`src/rtl/muldiv_ctrl_pkg.sv`:
```
// muldiv_ctrl_pkg -- shared CPU constants for the multiply/divide unit.
// Holds the R-type funct codes the unit decodes, the FSM state encoding,
// the iteration count of the iterative engine and small helper functions.
package muldiv_ctrl_pkg;

    localparam logic [5:0] FUNCT_MFHI  = 6'b010000;
    localparam logic [5:0] FUNCT_MTHI  = 6'b010001;
    localparam logic [5:0] FUNCT_MFLO  = 6'b010010;
    localparam logic [5:0] FUNCT_MTLO  = 6'b010011;
    localparam logic [5:0] FUNCT_MULT  = 6'b011000;
    localparam logic [5:0] FUNCT_MULTU = 6'b011001;
    localparam logic [5:0] FUNCT_DIV   = 6'b011010;
    localparam logic [5:0] FUNCT_DIVU  = 6'b011011;

    // One iteration per result bit.
    localparam int unsigned ITER_COUNT = 32;
    // Down-counter start value: the iteration with count 0 is the last one.
    localparam logic [4:0]  ITER_LOAD  = 5'(ITER_COUNT - 1);

    typedef enum logic [1:0] {
        ST_IDLE = 2'd0,
        ST_MUL  = 2'd1,
        ST_DIV  = 2'd2,
        ST_DONE = 2'd3
    } state_t;

    // True for every funct code this unit owns.
    function automatic logic is_muldiv_funct(input logic [5:0] f);
        case (f)
            FUNCT_MFHI, FUNCT_MTHI, FUNCT_MFLO, FUNCT_MTLO,
            FUNCT_MULT, FUNCT_MULTU, FUNCT_DIV, FUNCT_DIVU: return 1'b1;
            default:                                        return 1'b0;
        endcase
    endfunction

    // Two's-complement negation of a 32-bit word.
    function automatic logic [31:0] neg32(input logic [31:0] v);
        return 32'd0 - v;
    endfunction

endpackage

```
`src/rtl/muldiv_ctrl_if.sv`:
```
// muldiv_ctrl_if -- EX-stage <-> multiply/divide unit signal bundle.
//   master (pipeline): drives start, funct, rs_val, rt_val, flush;
//                      observes stall, busy, result, hi, lo.
//   slave  (muldiv_ctrl): the opposite directions.
interface muldiv_ctrl_if;
    logic        start;
    logic [5:0]  funct;
    logic [31:0] rs_val;
    logic [31:0] rt_val;
    logic        flush;
    logic        stall;
    logic        busy;
    logic [31:0] result;
    logic [31:0] hi;
    logic [31:0] lo;

    modport master (
        output start, funct, rs_val, rt_val, flush,
        input  stall, busy, result, hi, lo
    );

    modport slave (
        input  start, funct, rs_val, rt_val, flush,
        output stall, busy, result, hi, lo
    );
endinterface

```
`src/rtl/muldiv_core.sv`:
```
// muldiv_core -- iterative unsigned shift-add multiplier / restoring divider.
//   i_load          : capture operands, clear high half, arm the counter
//   i_run, i_is_div : perform one iteration (multiply or divide step)
//   i_op_a, i_op_b  : multiplier/dividend and multiplicand/divisor (magnitudes)
//   o_last          : the iteration running this cycle is the final one
//   o_acc           : product, or {remainder, quotient} after 32 iterations
module muldiv_core
    import muldiv_ctrl_pkg::*;
(
    input  logic        clock,
    input  logic        reset_n,
    input  logic        i_load,
    input  logic        i_run,
    input  logic        i_is_div,
    input  logic [31:0] i_op_a,
    input  logic [31:0] i_op_b,
    output logic        o_last,
    output logic [63:0] o_acc
);

    logic [63:0] r_acc;
    logic [31:0] r_opb;
    logic [4:0]  r_cnt;

    logic [32:0] w_add;
    logic [63:0] w_mul_nxt;
    logic [64:0] w_sh;
    logic [32:0] w_diff;
    logic [63:0] w_div_nxt;

    // Multiply step: conditionally add the multiplicand into the high half,
    // then shift right, keeping the carry as the new MSB.
    assign w_add     = {1'b0, r_acc[63:32]} + {1'b0, r_opb};
    assign w_mul_nxt = r_acc[0] ? {w_add, r_acc[31:1]} : {1'b0, r_acc[63:1]};

    // Restoring divide step: shift left, trial-subtract the divisor from the
    // 33-bit partial remainder and keep the difference when it is non-negative.
    assign w_sh      = {r_acc, 1'b0};
    assign w_diff    = w_sh[64:32] - {1'b0, r_opb};
    assign w_div_nxt = w_diff[32] ? w_sh[63:0] : {w_diff[31:0], w_sh[31:1], 1'b1};

    assign o_last = (r_cnt == 5'd0);
    assign o_acc  = r_acc;

    // Operand, accumulator and iteration-counter registers.
    always_ff @(posedge clock or negedge reset_n) begin
        if (!reset_n) begin
            r_acc <= 64'd0;
            r_opb <= 32'd0;
            r_cnt <= 5'd0;
        end else if (i_load) begin
            r_acc <= {32'd0, i_op_a};
            r_opb <= i_op_b;
            r_cnt <= ITER_LOAD;
        end else if (i_run) begin
            r_acc <= i_is_div ? w_div_nxt : w_mul_nxt;
            // Wraps after the last step; the controller has left MUL/DIV by then.
            r_cnt <= r_cnt - 5'd1;
        end
    end

endmodule

```
`src/rtl/muldiv_ctrl.sv`:
```
// muldiv_ctrl -- HI/LO multiply/divide unit of the EX stage.
//   clock, reset_n : rising-edge clock, asynchronous active-low reset
//   bus (slave)    : start/funct/rs_val/rt_val/flush in; stall/busy/result/hi/lo out
// Owns the IDLE/MUL/DIV/DONE FSM, the HI/LO registers, pipeline stall and the
// sign fix-up of signed operations; the engine iterates on magnitudes only.
module muldiv_ctrl
    import muldiv_ctrl_pkg::*;
(
    input  logic         clock,
    input  logic         reset_n,
    muldiv_ctrl_if.slave bus
);

    state_t      r_state, w_state_nxt;
    logic        r_op_div, r_neg_res, r_neg_rem, r_div0;
    logic [31:0] r_hi, r_lo;

    logic        w_accept, w_busy, w_load, w_run, w_last;
    logic        w_is_signed, w_a_neg, w_b_neg, w_load_div;
    logic        w_hi_we, w_lo_we;
    logic [31:0] w_hi_nxt, w_lo_nxt, w_op_a, w_op_b, w_quo, w_rem, w_result;
    logic [63:0] w_acc, w_prod;

    // A flush in the same cycle squashes the instruction being presented.
    assign w_accept    = bus.start & ~bus.flush;
    assign w_busy      = (r_state != ST_IDLE);
    assign w_is_signed = (bus.funct == FUNCT_MULT) || (bus.funct == FUNCT_DIV);
    assign w_load_div  = (bus.funct == FUNCT_DIV)  || (bus.funct == FUNCT_DIVU);
    assign w_a_neg     = w_is_signed & bus.rs_val[31];
    assign w_b_neg     = w_is_signed & bus.rt_val[31];
    assign w_op_a      = w_a_neg ? neg32(bus.rs_val) : bus.rs_val;
    assign w_op_b      = w_b_neg ? neg32(bus.rt_val) : bus.rt_val;

    muldiv_core u_core (
        .clock    (clock),
        .reset_n  (reset_n),
        .i_load   (w_load),
        .i_run    (w_run),
        .i_is_div (r_state == ST_DIV),
        .i_op_a   (w_op_a),
        .i_op_b   (w_op_b),
        .o_last   (w_last),
        .o_acc    (w_acc)
    );

    // Sign fix-up. Quotient is negative when operand signs differ; remainder
    // takes the dividend's sign. Divide by zero forces an all-ones quotient;
    // the engine already leaves the dividend as remainder, so hi == rs_val.
    assign w_prod = r_neg_res ? (64'd0 - w_acc) : w_acc;
    assign w_quo  = r_div0 ? 32'hFFFF_FFFF
                           : (r_neg_res ? neg32(w_acc[31:0]) : w_acc[31:0]);
    assign w_rem  = r_neg_rem ? neg32(w_acc[63:32]) : w_acc[63:32];

    // Next-state, engine control and HI/LO write decode.
    always_comb begin
        w_state_nxt = r_state;
        w_load      = 1'b0;
        w_run       = 1'b0;
        w_hi_we     = 1'b0;
        w_lo_we     = 1'b0;
        w_hi_nxt    = r_hi;
        w_lo_nxt    = r_lo;
        case (r_state)
            ST_IDLE: begin
                if (w_accept) begin
                    case (bus.funct)
                        FUNCT_MULT, FUNCT_MULTU: begin
                            w_state_nxt = ST_MUL;
                            w_load      = 1'b1;
                        end
                        FUNCT_DIV, FUNCT_DIVU: begin
                            w_state_nxt = ST_DIV;
                            w_load      = 1'b1;
                        end
                        FUNCT_MTHI: begin
                            w_hi_we  = 1'b1;
                            w_hi_nxt = bus.rs_val;
                        end
                        FUNCT_MTLO: begin
                            w_lo_we  = 1'b1;
                            w_lo_nxt = bus.rs_val;
                        end
                        default: w_state_nxt = ST_IDLE;
                    endcase
                end else begin
                    w_state_nxt = ST_IDLE;
                end
            end
            ST_MUL, ST_DIV: begin
                if (bus.flush) begin
                    w_state_nxt = ST_IDLE;
                end else begin
                    w_run       = 1'b1;
                    w_state_nxt = w_last ? ST_DONE : r_state;
                end
            end
            ST_DONE: begin
                // Flush wins over completion: HI/LO keep their old values.
                if (bus.flush) begin
                    w_state_nxt = ST_IDLE;
                end else begin
                    w_state_nxt = ST_IDLE;
                    w_hi_we     = 1'b1;
                    w_lo_we     = 1'b1;
                    w_hi_nxt    = r_op_div ? w_rem : w_prod[63:32];
                    w_lo_nxt    = r_op_div ? w_quo : w_prod[31:0];
                end
            end
            default: w_state_nxt = ST_IDLE;
        endcase
    end

    // FSM state register.
    always_ff @(posedge clock or negedge reset_n) begin
        if (!reset_n) begin
            r_state <= ST_IDLE;
        end else begin
            r_state <= w_state_nxt;
        end
    end

    // Operation kind and sign flags captured with the operands.
    always_ff @(posedge clock or negedge reset_n) begin
        if (!reset_n) begin
            r_op_div  <= 1'b0;
            r_neg_res <= 1'b0;
            r_neg_rem <= 1'b0;
            r_div0    <= 1'b0;
        end else if (w_load) begin
            r_op_div  <= w_load_div;
            r_neg_res <= w_a_neg ^ w_b_neg;
            r_neg_rem <= w_a_neg;
            r_div0    <= (bus.rt_val == 32'd0);
        end
    end

    // Architectural HI/LO registers.
    always_ff @(posedge clock or negedge reset_n) begin
        if (!reset_n) begin
            r_hi <= 32'd0;
            r_lo <= 32'd0;
        end else begin
            if (w_hi_we) r_hi <= w_hi_nxt;
            if (w_lo_we) r_lo <= w_lo_nxt;
        end
    end

    // MFHI/MFLO read mux.
    always_comb begin
        w_result = 32'd0;
        case (bus.funct)
            FUNCT_MFHI: w_result = r_hi;
            FUNCT_MFLO: w_result = r_lo;
            default:    w_result = 32'd0;
        endcase
    end

    assign bus.busy   = w_busy;
    assign bus.stall  = bus.start & w_busy & is_muldiv_funct(bus.funct);
    assign bus.result = w_result;
    assign bus.hi     = r_hi;
    assign bus.lo     = r_lo;

endmodule

```
`src/flat_wrapper.sv`:
```
// flat-port wrapper written by rule: the top's interface ports become plain ports
module muldiv_ctrl_flat import muldiv_ctrl_pkg::*;
  (clock, reset_n, bus_start, bus_funct, bus_rs_val, bus_rt_val, bus_flush, bus_stall, bus_busy, bus_result, bus_hi, bus_lo);
  muldiv_ctrl_if bus_i ();
  input  logic clock;
  input  logic reset_n;
  input wire logic [$bits(bus_i.start)-1:0] bus_start;
  input wire logic [$bits(bus_i.funct)-1:0] bus_funct;
  input wire logic [$bits(bus_i.rs_val)-1:0] bus_rs_val;
  input wire logic [$bits(bus_i.rt_val)-1:0] bus_rt_val;
  input wire logic [$bits(bus_i.flush)-1:0] bus_flush;
  output wire logic [$bits(bus_i.stall)-1:0] bus_stall;
  output wire logic [$bits(bus_i.busy)-1:0] bus_busy;
  output wire logic [$bits(bus_i.result)-1:0] bus_result;
  output wire logic [$bits(bus_i.hi)-1:0] bus_hi;
  output wire logic [$bits(bus_i.lo)-1:0] bus_lo;
  assign bus_i.start = bus_start;
  assign bus_i.funct = bus_funct;
  assign bus_i.rs_val = bus_rs_val;
  assign bus_i.rt_val = bus_rt_val;
  assign bus_i.flush = bus_flush;
  assign bus_stall = bus_i.stall;
  assign bus_busy = bus_i.busy;
  assign bus_result = bus_i.result;
  assign bus_hi = bus_i.hi;
  assign bus_lo = bus_i.lo;
  muldiv_ctrl u_core (.clock(clock), .reset_n(reset_n), .bus(bus_i));
endmodule
```
`config.mk`:
```
export PLATFORM = sky130hd
export DESIGN_NAME = muldiv_ctrl_flat
export DESIGN_NICKNAME = d
export VERILOG_FILES = /design/src/rtl/muldiv_ctrl_pkg.sv /design/src/rtl/muldiv_ctrl_if.sv /design/src/rtl/muldiv_core.sv /design/src/rtl/muldiv_ctrl.sv /design/src/flat_wrapper.sv
export SDC_FILE = /design/constraint.sdc
export NUM_CORES = 1
export LEC_CHECK = 0
export CAP_MARGIN = 30
export CORE_UTILIZATION = 45
export DETAILED_ROUTE_END_ITERATION = 12
export GPL_TIMING_DRIVEN = 0
export MAX_ROUTING_LAYER = met4
export PLACE_DENSITY = 0.76
export SYNTH_ARGS = -nofsm -noshare
export SYNTH_HDL_FRONTEND = slang
export SYNTH_SLANG_ARGS = --single-unit
```
`constraint.sdc`:
```
create_clock -name clock -period 8.8 [get_ports clock]
set_input_delay 0.88 -clock clock [delete_from_list [all_inputs] [get_ports clock]]
set_output_delay 0.88 -clock clock [all_outputs]
set_load 0.05 [all_outputs]
```
==> results.md, run 1 <==
- Status: complete, no violations
- Gr usage total: about a third
- Initial Util: 45.9%
- CP peak stage delay: 0.58 ns
- Placed cell areas: 17,700 um2
- Slowest CP cell: clkbuf_1
- PD cells: ~200 nW/um2
- Final Util: a little over half
- RSZ-0062 raised after global routing: no
- Vias in the first global route: roughly 15,000
- Yosys reg bits: around 170
- Reg2reg end: u_core.bus.hi[26]$_DFFE_PN0P_
- First-pass GRT wire length: slightly below 90,000 um
- N_diodes: 0
- Clock Skew: ~0.021 ns
- Synthesized Nets: about 2,100
- Vias: ~16,000
- Setup Buffers After CTS: 0
- CTS Hold Buffers Added: 0
- # resized after CTS: 0
- Post-synth cell types: 85
- Pre-CTS WS: ~4.4 ns
- Seq pwr share: a little under a third
- CP Launch Type: flip-flop
- Async SR Flop Fraction: 100%
- Peak supply drop: 145 uV
- Peak Freq: around 210 MHz
- Synthesized area per cell: ~8 um2
- Crit path max-delay family: buffers and inverters
- CTS buffer count: 17
- Post-synthesis sequential area ratio: 27.7%
- DRC errors left: 0
- Slew HR: between 30% and 40%
- Final Hold Slack: 0.347 ns
- Core ar.: between 30,000 and 40,000 um2
- Critical path class: reg -> reg
- Clk Latency, worst-skew pair: between 0.4 and 0.5 ns
- Worst EP arrival: a little over 5 ns
- Number of max-cap violations: 0
- DRT Pass-1 Iters: 8
- Initial antenna violation count: 0
- Max clock buf depth: 2
- CTS tree: done
- Crit Path Max Fanout: 10
- Post-route cell area: 18,400 um2
- Switching part of the total: around 45%
- Crit path to: u_core.bus.hi[26]$_DFFE_PN0P_
- Routability cong.: between 0.9 and 1
- Tcrit/Tclk final: between 50% and 60%
- Leading cell types in the layout, fill and taps excluded: nand2_1 (259), o21ai_0 (207), dfrtp_1 (171)
- Setup crit end kind: flip-flop
- Root Driver: clkbuf_16
- Switching power: roughly 1600 uW
- Worst path bufs/invs: 4
- Crit path cell chain: clkbuf_1 -> inv_1 -> clkbuf_1 -> clkbuf_1 -> ha_1 -> nand3_1 -> o21ai_2 -> nor2b_1 -> a21oi_1 -> xnor2_1 -> a211oi_1 -> a21o_1
- Total wire length: about 57,000 um
- Wire per inst: about 22 um
- Setup violators final: 0
- Cells after Synth: between 1,500 and 2,000
- Most used cell, CP: clkbuf_1
- CP Depth: 12
- Largest net degree at the start of global routing: 100
- Congestion Overflow GR: 0
- Final hold violations: 0
- Final WS setup: approximately 4.1 ns
- Iter 0 DRT Violations: about 1,700
- R2R setup slack: roughly 4 ns
- Max-slew violation count: 0
- Most common cell after layout, fill and taps aside: nand2_1
- Worst-path clk slew: around 0.09 ns
- # IOs: 172
- Worst Reg-to-Reg Cells: 12
- Nets: 2,286
- Die ar.: around 35,000 um2
- Vias/cell: slightly above 6
- DP Wirelength: 44,000 um
- Hold crit path type: in -> async
- PortBufs: about 170
- Synth warnings: 0
- H-tree levels: 4
- Crit path launch: u_core.u_core.o_acc[0]$_DFFE_PN0P_
- Int Pwr: slightly below 2000 uW
- Ys flop type: dfrtp_1
- Area grow syn2layout: 19.0%
- Core Rows: 67
- Die height: about 190 um
- Share of layout cells above drive strength 1: 4.51%
- ANT nets after route: 0
- Clk sink count: 171
- Post-synth EDFFs: 0
- Power share of the clock group: 23.3%
- Leak: 0.00741 uW
- Worst EP required: about 9.2 ns
- Setup TNS: 0 ns
- Synthesized area: 15,400 um2
- Logic gate share of total power: 46.6%
- R2r startpoint: u_core.u_core.o_acc[0]$_DFFE_PN0P_
- Min Clock Period, post-route: ~4.7 ns
- Die span in x: around 190 um
- Slew @ Worst Pin: ~0.94 ns
## logic make-up (layout without fill, tap and decap cells)
| group | Yosys count | after routing | share of synthesized area, % |
|---|---|---|---|
| mux | 95 | 95 | 6.23 |
| buf+inv | 204 | 405 | 5.61 |
| simple gates | 594 | 594 | 18.4 |
| fa+ha+maj | 75 | 75 | 6.18 |
| compound gates | 634 | 634 | 25.9 |
| flops | 171 | 171 | 27.7 |
| xor+xnor | 176 | 176 | 9.99 |
## layout make-up
type	instances	area, um2
well taps	448	561
clock inverters	15	220
repair buffers	169	1710
multi-input cells	1574	10300
flip-flops and latches	171	4280
clock buffers	17	425
inverters	70	263
plain buffers	134	603
fillers	3141	15300
## worst min path at each step
stage                                       start                             to  slack, ns  cells past startpoint
floorplan               u_core.r_div0$_DFFE_PN0P_      u_core.r_div0$_DFFE_PN0P_       0.44                      2
global placement     u_core.bus.hi[1]$_DFFE_PN0P_   u_core.bus.hi[1]$_DFFE_PN0P_       0.49                      1
detailed placement  u_core.bus.hi[25]$_DFFE_PN0P_  u_core.bus.hi[25]$_DFFE_PN0P_       0.49                      1
CTS                                       reset_n  u_core.bus.hi[10]$_DFFE_PN0P_       0.39                      1
global route                              reset_n  u_core.bus.hi[10]$_DFFE_PN0P_       0.40                      1
finish                                    reset_n  u_core.bus.hi[10]$_DFFE_PN0P_       0.35                      1
## sequential cells by signal, summed over array words and instances, names as in the netlist
name / flops
u_core.u_core.o_acc: 64
u_core.bus.hi: 32
u_core.bus.lo: 32
u_core.u_core.r_opb: 32
u_core.u_core.r_cnt: 5
u_core.r_state: 2
u_core.r_div0: 1
u_core.r_neg_rem: 1
u_core.r_neg_res: 1
u_core.r_op_div: 1
## synthesized netlist by cell type (all sizes together), types with 4 or more instances
| cell | instances | share of area [%] |
|---|---|---|
| o22ai | 38 | 1.5 |
| nor4b | 6 | 0.44 |
| nor3 | 22 | 0.79 |
| nor4 | 18 | 0.92 |
| o31ai | 34 | 1.8 |
| and3 | 11 | 0.45 |
| clkbuf | 102 | 2.6 |
| or4 | 16 | 0.88 |
| a31oi | 21 | 0.85 |
| mux2i | 87 | 5.6 |
| a311o | 4 | 0.26 |
| a21o | 33 | 1.6 |
| a211oi | 33 | 1.6 |
| dfrtp | 171 | 28 |
| inv | 69 | 1.7 |
| nor2b | 24 | 0.97 |
| a211o | 8 | 0.45 |
| nor2 | 131 | 3.2 |
| o21ai | 212 | 6.9 |
| or3 | 13 | 0.58 |
| xor2 | 74 | 4.2 |
| o21a | 15 | 0.78 |
| o41ai | 18 | 1.1 |
| o2111ai | 4 | 0.23 |
| ha | 73 | 5.9 |
| and2 | 9 | 0.37 |
| nor3b | 5 | 0.24 |
| nand4 | 15 | 0.61 |
| buf | 30 | 1.2 |
| xnor2 | 102 | 5.8 |
| a22o | 6 | 0.34 |
| mux2 | 8 | 0.58 |
| a21oi | 125 | 4.1 |
| nand3 | 33 | 1.2 |
| or2 | 5 | 0.20 |
| o211ai | 47 | 2.3 |
| nand2b | 15 | 0.61 |
| nand2 | 260 | 6.3 |
| o21bai | 7 | 0.34 |
## per-stage QoR
step,instances,power [uW]
after global routing,2598,3770
after detailed placement,2566,2730
after floorplan,1949,2230
final,2598,3600
after global placement,2565,2710
after CTS,2598,3560
## power groups by stage
stage / clock network [uW] / logic [uW] / registers (uW)
after floorplan: 0 / 1060 / 1170
after global placement: 0 / 1620 / 1090
after detailed placement: 0 / 1640 / 1090
after CTS: 837 / 1650 / 1080
after global routing: 866 / 1810 / 1100
final: 839 / 1680 / 1090
## layer usage
layer | track usage (%) | wire [um]
met1 | 41.9 | 23700
met2 | 53.3 | 26500
met3 | 4.13 | 4340
met4 | 12.1 | 1990
met5 | - | 0
Note: power is estimated with default switching activity, not from simulation.
==> run 2: changes to the inputs <==
==> constraint.sdc (replaced) <==
create_clock -name clock -period 4.7 [get_ports clock]
set_input_delay 0.47 -clock clock [delete_from_list [all_inputs] [get_ports clock]]
set_output_delay 0.47 -clock clock [all_outputs]
set_load 0.05 [all_outputs]
==> run 2 against run 1 <==
Register-to-register slack got worse by 3.9 ns. Power rose by 87%. Non-clock buffer count unchanged. Clock skew grew 0.0027 ns. Hold slack improved by 0.076 ns. Final cell count stayed put. Maximum frequency grew 5.3%. Clock power rose by 87%. First-iteration DRC count down 4.7%. Combinational power up 87%. Critical path type unchanged.
==> results.md, run 2 (same netlist as run 1, synthesis figures left out) <==
- Worst path bufs/invs: 3 (-1)
- PortBufs: 168 (unchanged)
- Post-route cell area: 18,400 um2 (about the same)
- N_diodes: 0 (unchanged)
- Number of max-cap violations: 0 (unchanged)
- Routability cong.: 0.990 (unchanged)
- Leak: 0.00741 uW (about the same)
- Core Rows: 67 (unchanged)
- Worst EP required: 5.03 ns (-4.12 ns)
- Final hold violations: 0 (unchanged)
- Share of layout cells above drive strength 1: 4.51% (unchanged)
- Final Hold Slack: 0.424 ns (+0.0762 ns)
- Vias/cell: 6.14 (-0.21%)
- PD cells: 368 nW/um2 (+87%)
- Placed cell areas: 17,700 um2 (unchanged)
- Max reg flops: 64 (unchanged)
- Die ar.: 35,000 um2 (unchanged)
- Critical path class: reg -> reg
- Vias in the first global route: 15,200 (-0.092%)
- Slew HR: 33.1% (-4.1 points)
- CP peak stage delay: 0.57 ns (about the same)
- RSZ-0062 raised after global routing: no
- Max-slew violation count: 0 (unchanged)
- Slew @ Worst Pin: 0.999 ns (+0.0612 ns)
- Setup violators final: 0 (unchanged)
- Worst EP arrival: 4.79 ns (-0.26 ns)
- Initial antenna violation count: 0 (unchanged)
- # resized after CTS: 0 (unchanged)
- Register Area: 4280 um2 (unchanged)
- Nets: 2,286 (unchanged)
- Min Clock Period, post-route: 4.47 ns (-0.235 ns)
- DRT Pass-1 Iters: 8 (unchanged)
- Clk sink count: 171 (unchanged)
- Iter 0 DRT Violations: 1,631 (-4.7%)
- Crit Path Max Fanout: 10 (unchanged)
- Initial Util: 45.9% (unchanged)
- Slowest CP cell: a21oi_1
- Area grow syn2layout: 19.0% (about the same)
- Most common cell after layout, fill and taps aside: nand2_1
- Largest net degree at the start of global routing: 100 (unchanged)
- Crit path cell chain: inv_1 -> ha_1 -> fa_1 -> nand2b_1 -> a21oi_1 -> o21ai_0 -> a21oi_1 -> or2_2 -> o21a_1 -> buf_4 -> buf_2 -> o22ai_1 -> a31oi_1 -> o21ai_0
- Layout fillers: 3,142 (+0.032%)
- CP Launch Type: flip-flop
- Tcrit/Tclk final: 95.0% (+42 points)
- Hold crit path type: in -> reg
- CTS tree: done
- DRC errors left: 0 (unchanged)
- H-tree levels: 4 (unchanged)
- Setup crit end kind: flip-flop
- Clk Latency, worst-skew pair: 0.47 ns (about the same)
- CTS buffer count: 17 (unchanged)
- First-pass GRT wire length: 87,400 um (about the same)
- Total wire length: 56,600 um (about the same)
- Metal-1 WL: 23,500 um (-0.96%)
- # IOs: 172 (unchanged)
- Wire per inst: 21.8 um (about the same)
- Setup Buffers After CTS: 0 (unchanged)
- Peak Freq: 224 MHz (+5.3%)
- Status: complete, no violations
- Root Driver: clkbuf_16
- Die height: 187 um (unchanged)
- Max clock buf depth: 2 (unchanged)
- Worst-path clk slew: 0.09 ns (about the same)
- ANT nets after route: 0 (unchanged)
- Congestion Overflow GR: 0 (unchanged)
- Die span in x: 187 um (unchanged)
- Crit path max-delay family: compound AO/OA/AOI/OAI gates
- DP Wirelength: 44,000 um (unchanged)
- Core ar.: 33,600 um2 (unchanged)
- Met2 WL: 26,500 um (-0.13%)
- Met3 routed WL: 4520 um (+4.0%)
- Area of the multi-input gates: 10,300 um2 (unchanged)
- Vias: 15,900 (-0.21%)
- Peak supply drop: 269 uV (+86%)
- Clock Skew: 0.0236 ns (+0.00268 ns)
- Leading cell types in the layout, fill and taps excluded: nand2_1 (259), o21ai_0 (207), dfrtp_1 (171)
- Top Layer Used: met4
- Gr usage total: 32.9% (about the same)
run 2: changes by cell type in the layout (fill, tap and decap cells not counted):
cell           change
clkbuf_1           -1
dlygate4sd3_1      +1
run 2: area by class of cell:
class	instances	share of cell area [%]
inverters	70	1.43
well taps	448	3.05
clock buffers	17	2.32
clock inverters	15	1.20
flip-flops and latches	171	23.3
multi-input cells	1574	56.0
plain buffers	133	3.26
repair buffers	170	9.39
run 2: worst paths after layout:
check	start	to	slack, ns	cells after the start
worst max-delay path	u_core.u_core.o_acc[31]$_DFFE_PN0P_	u_core.u_core.o_acc[59]$_DFFE_PN0P_	0.23	14
worst min-delay path	bus_rs_val[13]	u_core.bus.hi[13]$_DFFE_PN0P_	0.42	3
worst max register to register	u_core.u_core.o_acc[31]$_DFFE_PN0P_	u_core.u_core.o_acc[59]$_DFFE_PN0P_	0.23	14
worst min register to register	u_core.bus.hi[25]$_DFFE_PN0P_	u_core.bus.hi[25]$_DFFE_PN0P_	0.51	1
max in group asynchronous	reset_n	u_core.u_core.o_acc[55]$_DFFE_PN0P_	3.18	3
min in group asynchronous	reset_n	u_core.bus.hi[10]$_DFFE_PN0P_	0.52	2
run 2: report_power, final:
part / total [uW] / internal [uW] / switching (uW)
sequential: 2030 / 1710 / 326
combinational: 3150 / 1220 / 1920
clock: 1570 / 784 / 789
run 2: layer usage:
| metal | vias up | global-route usage [%] |
|---|---|---|
| met5 | - | - |
| met4 | 0 | 11.8 |
| met2 | 813 | 53.4 |
| li1 | 7448 | - |
| met3 | 143 | 4.15 |
| met1 | 7540 | 41.9 |
run 2: what timing repair did:
item                                    CTS  global route
hold buffers                              1             0
endpoints found under the setup margin    0             4
endpoints found under the hold margin    13             0
run 2: metrics by stage:
step / utilization [%] / total power (uW) / setup WS [ns] / setup TNS [ns] / cells
2_1_floorplan: - / 4170 / 1.69 / 0 / 1949
3_3_place_gp: 52.6 / 5080 / -3.96 / -673.65 / 2565
3_5_place_dp: 52.7 / 5110 / 0.326 / 0 / 2566
5_1_grt: 54.6 / 7070 / 0.111 / 0 / 2598
6_report: 54.6 / 6750 / 0.234 / 0 / 2598
4_1_cts: 54.6 / 6670 / 0.299 / 0 / 2599
run 2: worst reg2reg max path: cells and delay by family (launching register included):
| kind | cells | cell delay, ns |
|---|---|---|
| buffers and inverters | 3 | 0.73 |
| AOI/OAI and AO/OA | 7 | 1.98 |
| and+or+nand+nor | 2 | 0.46 |
| DFF | 1 | 0.45 |
| adders and majority gates | 2 | 0.72 |
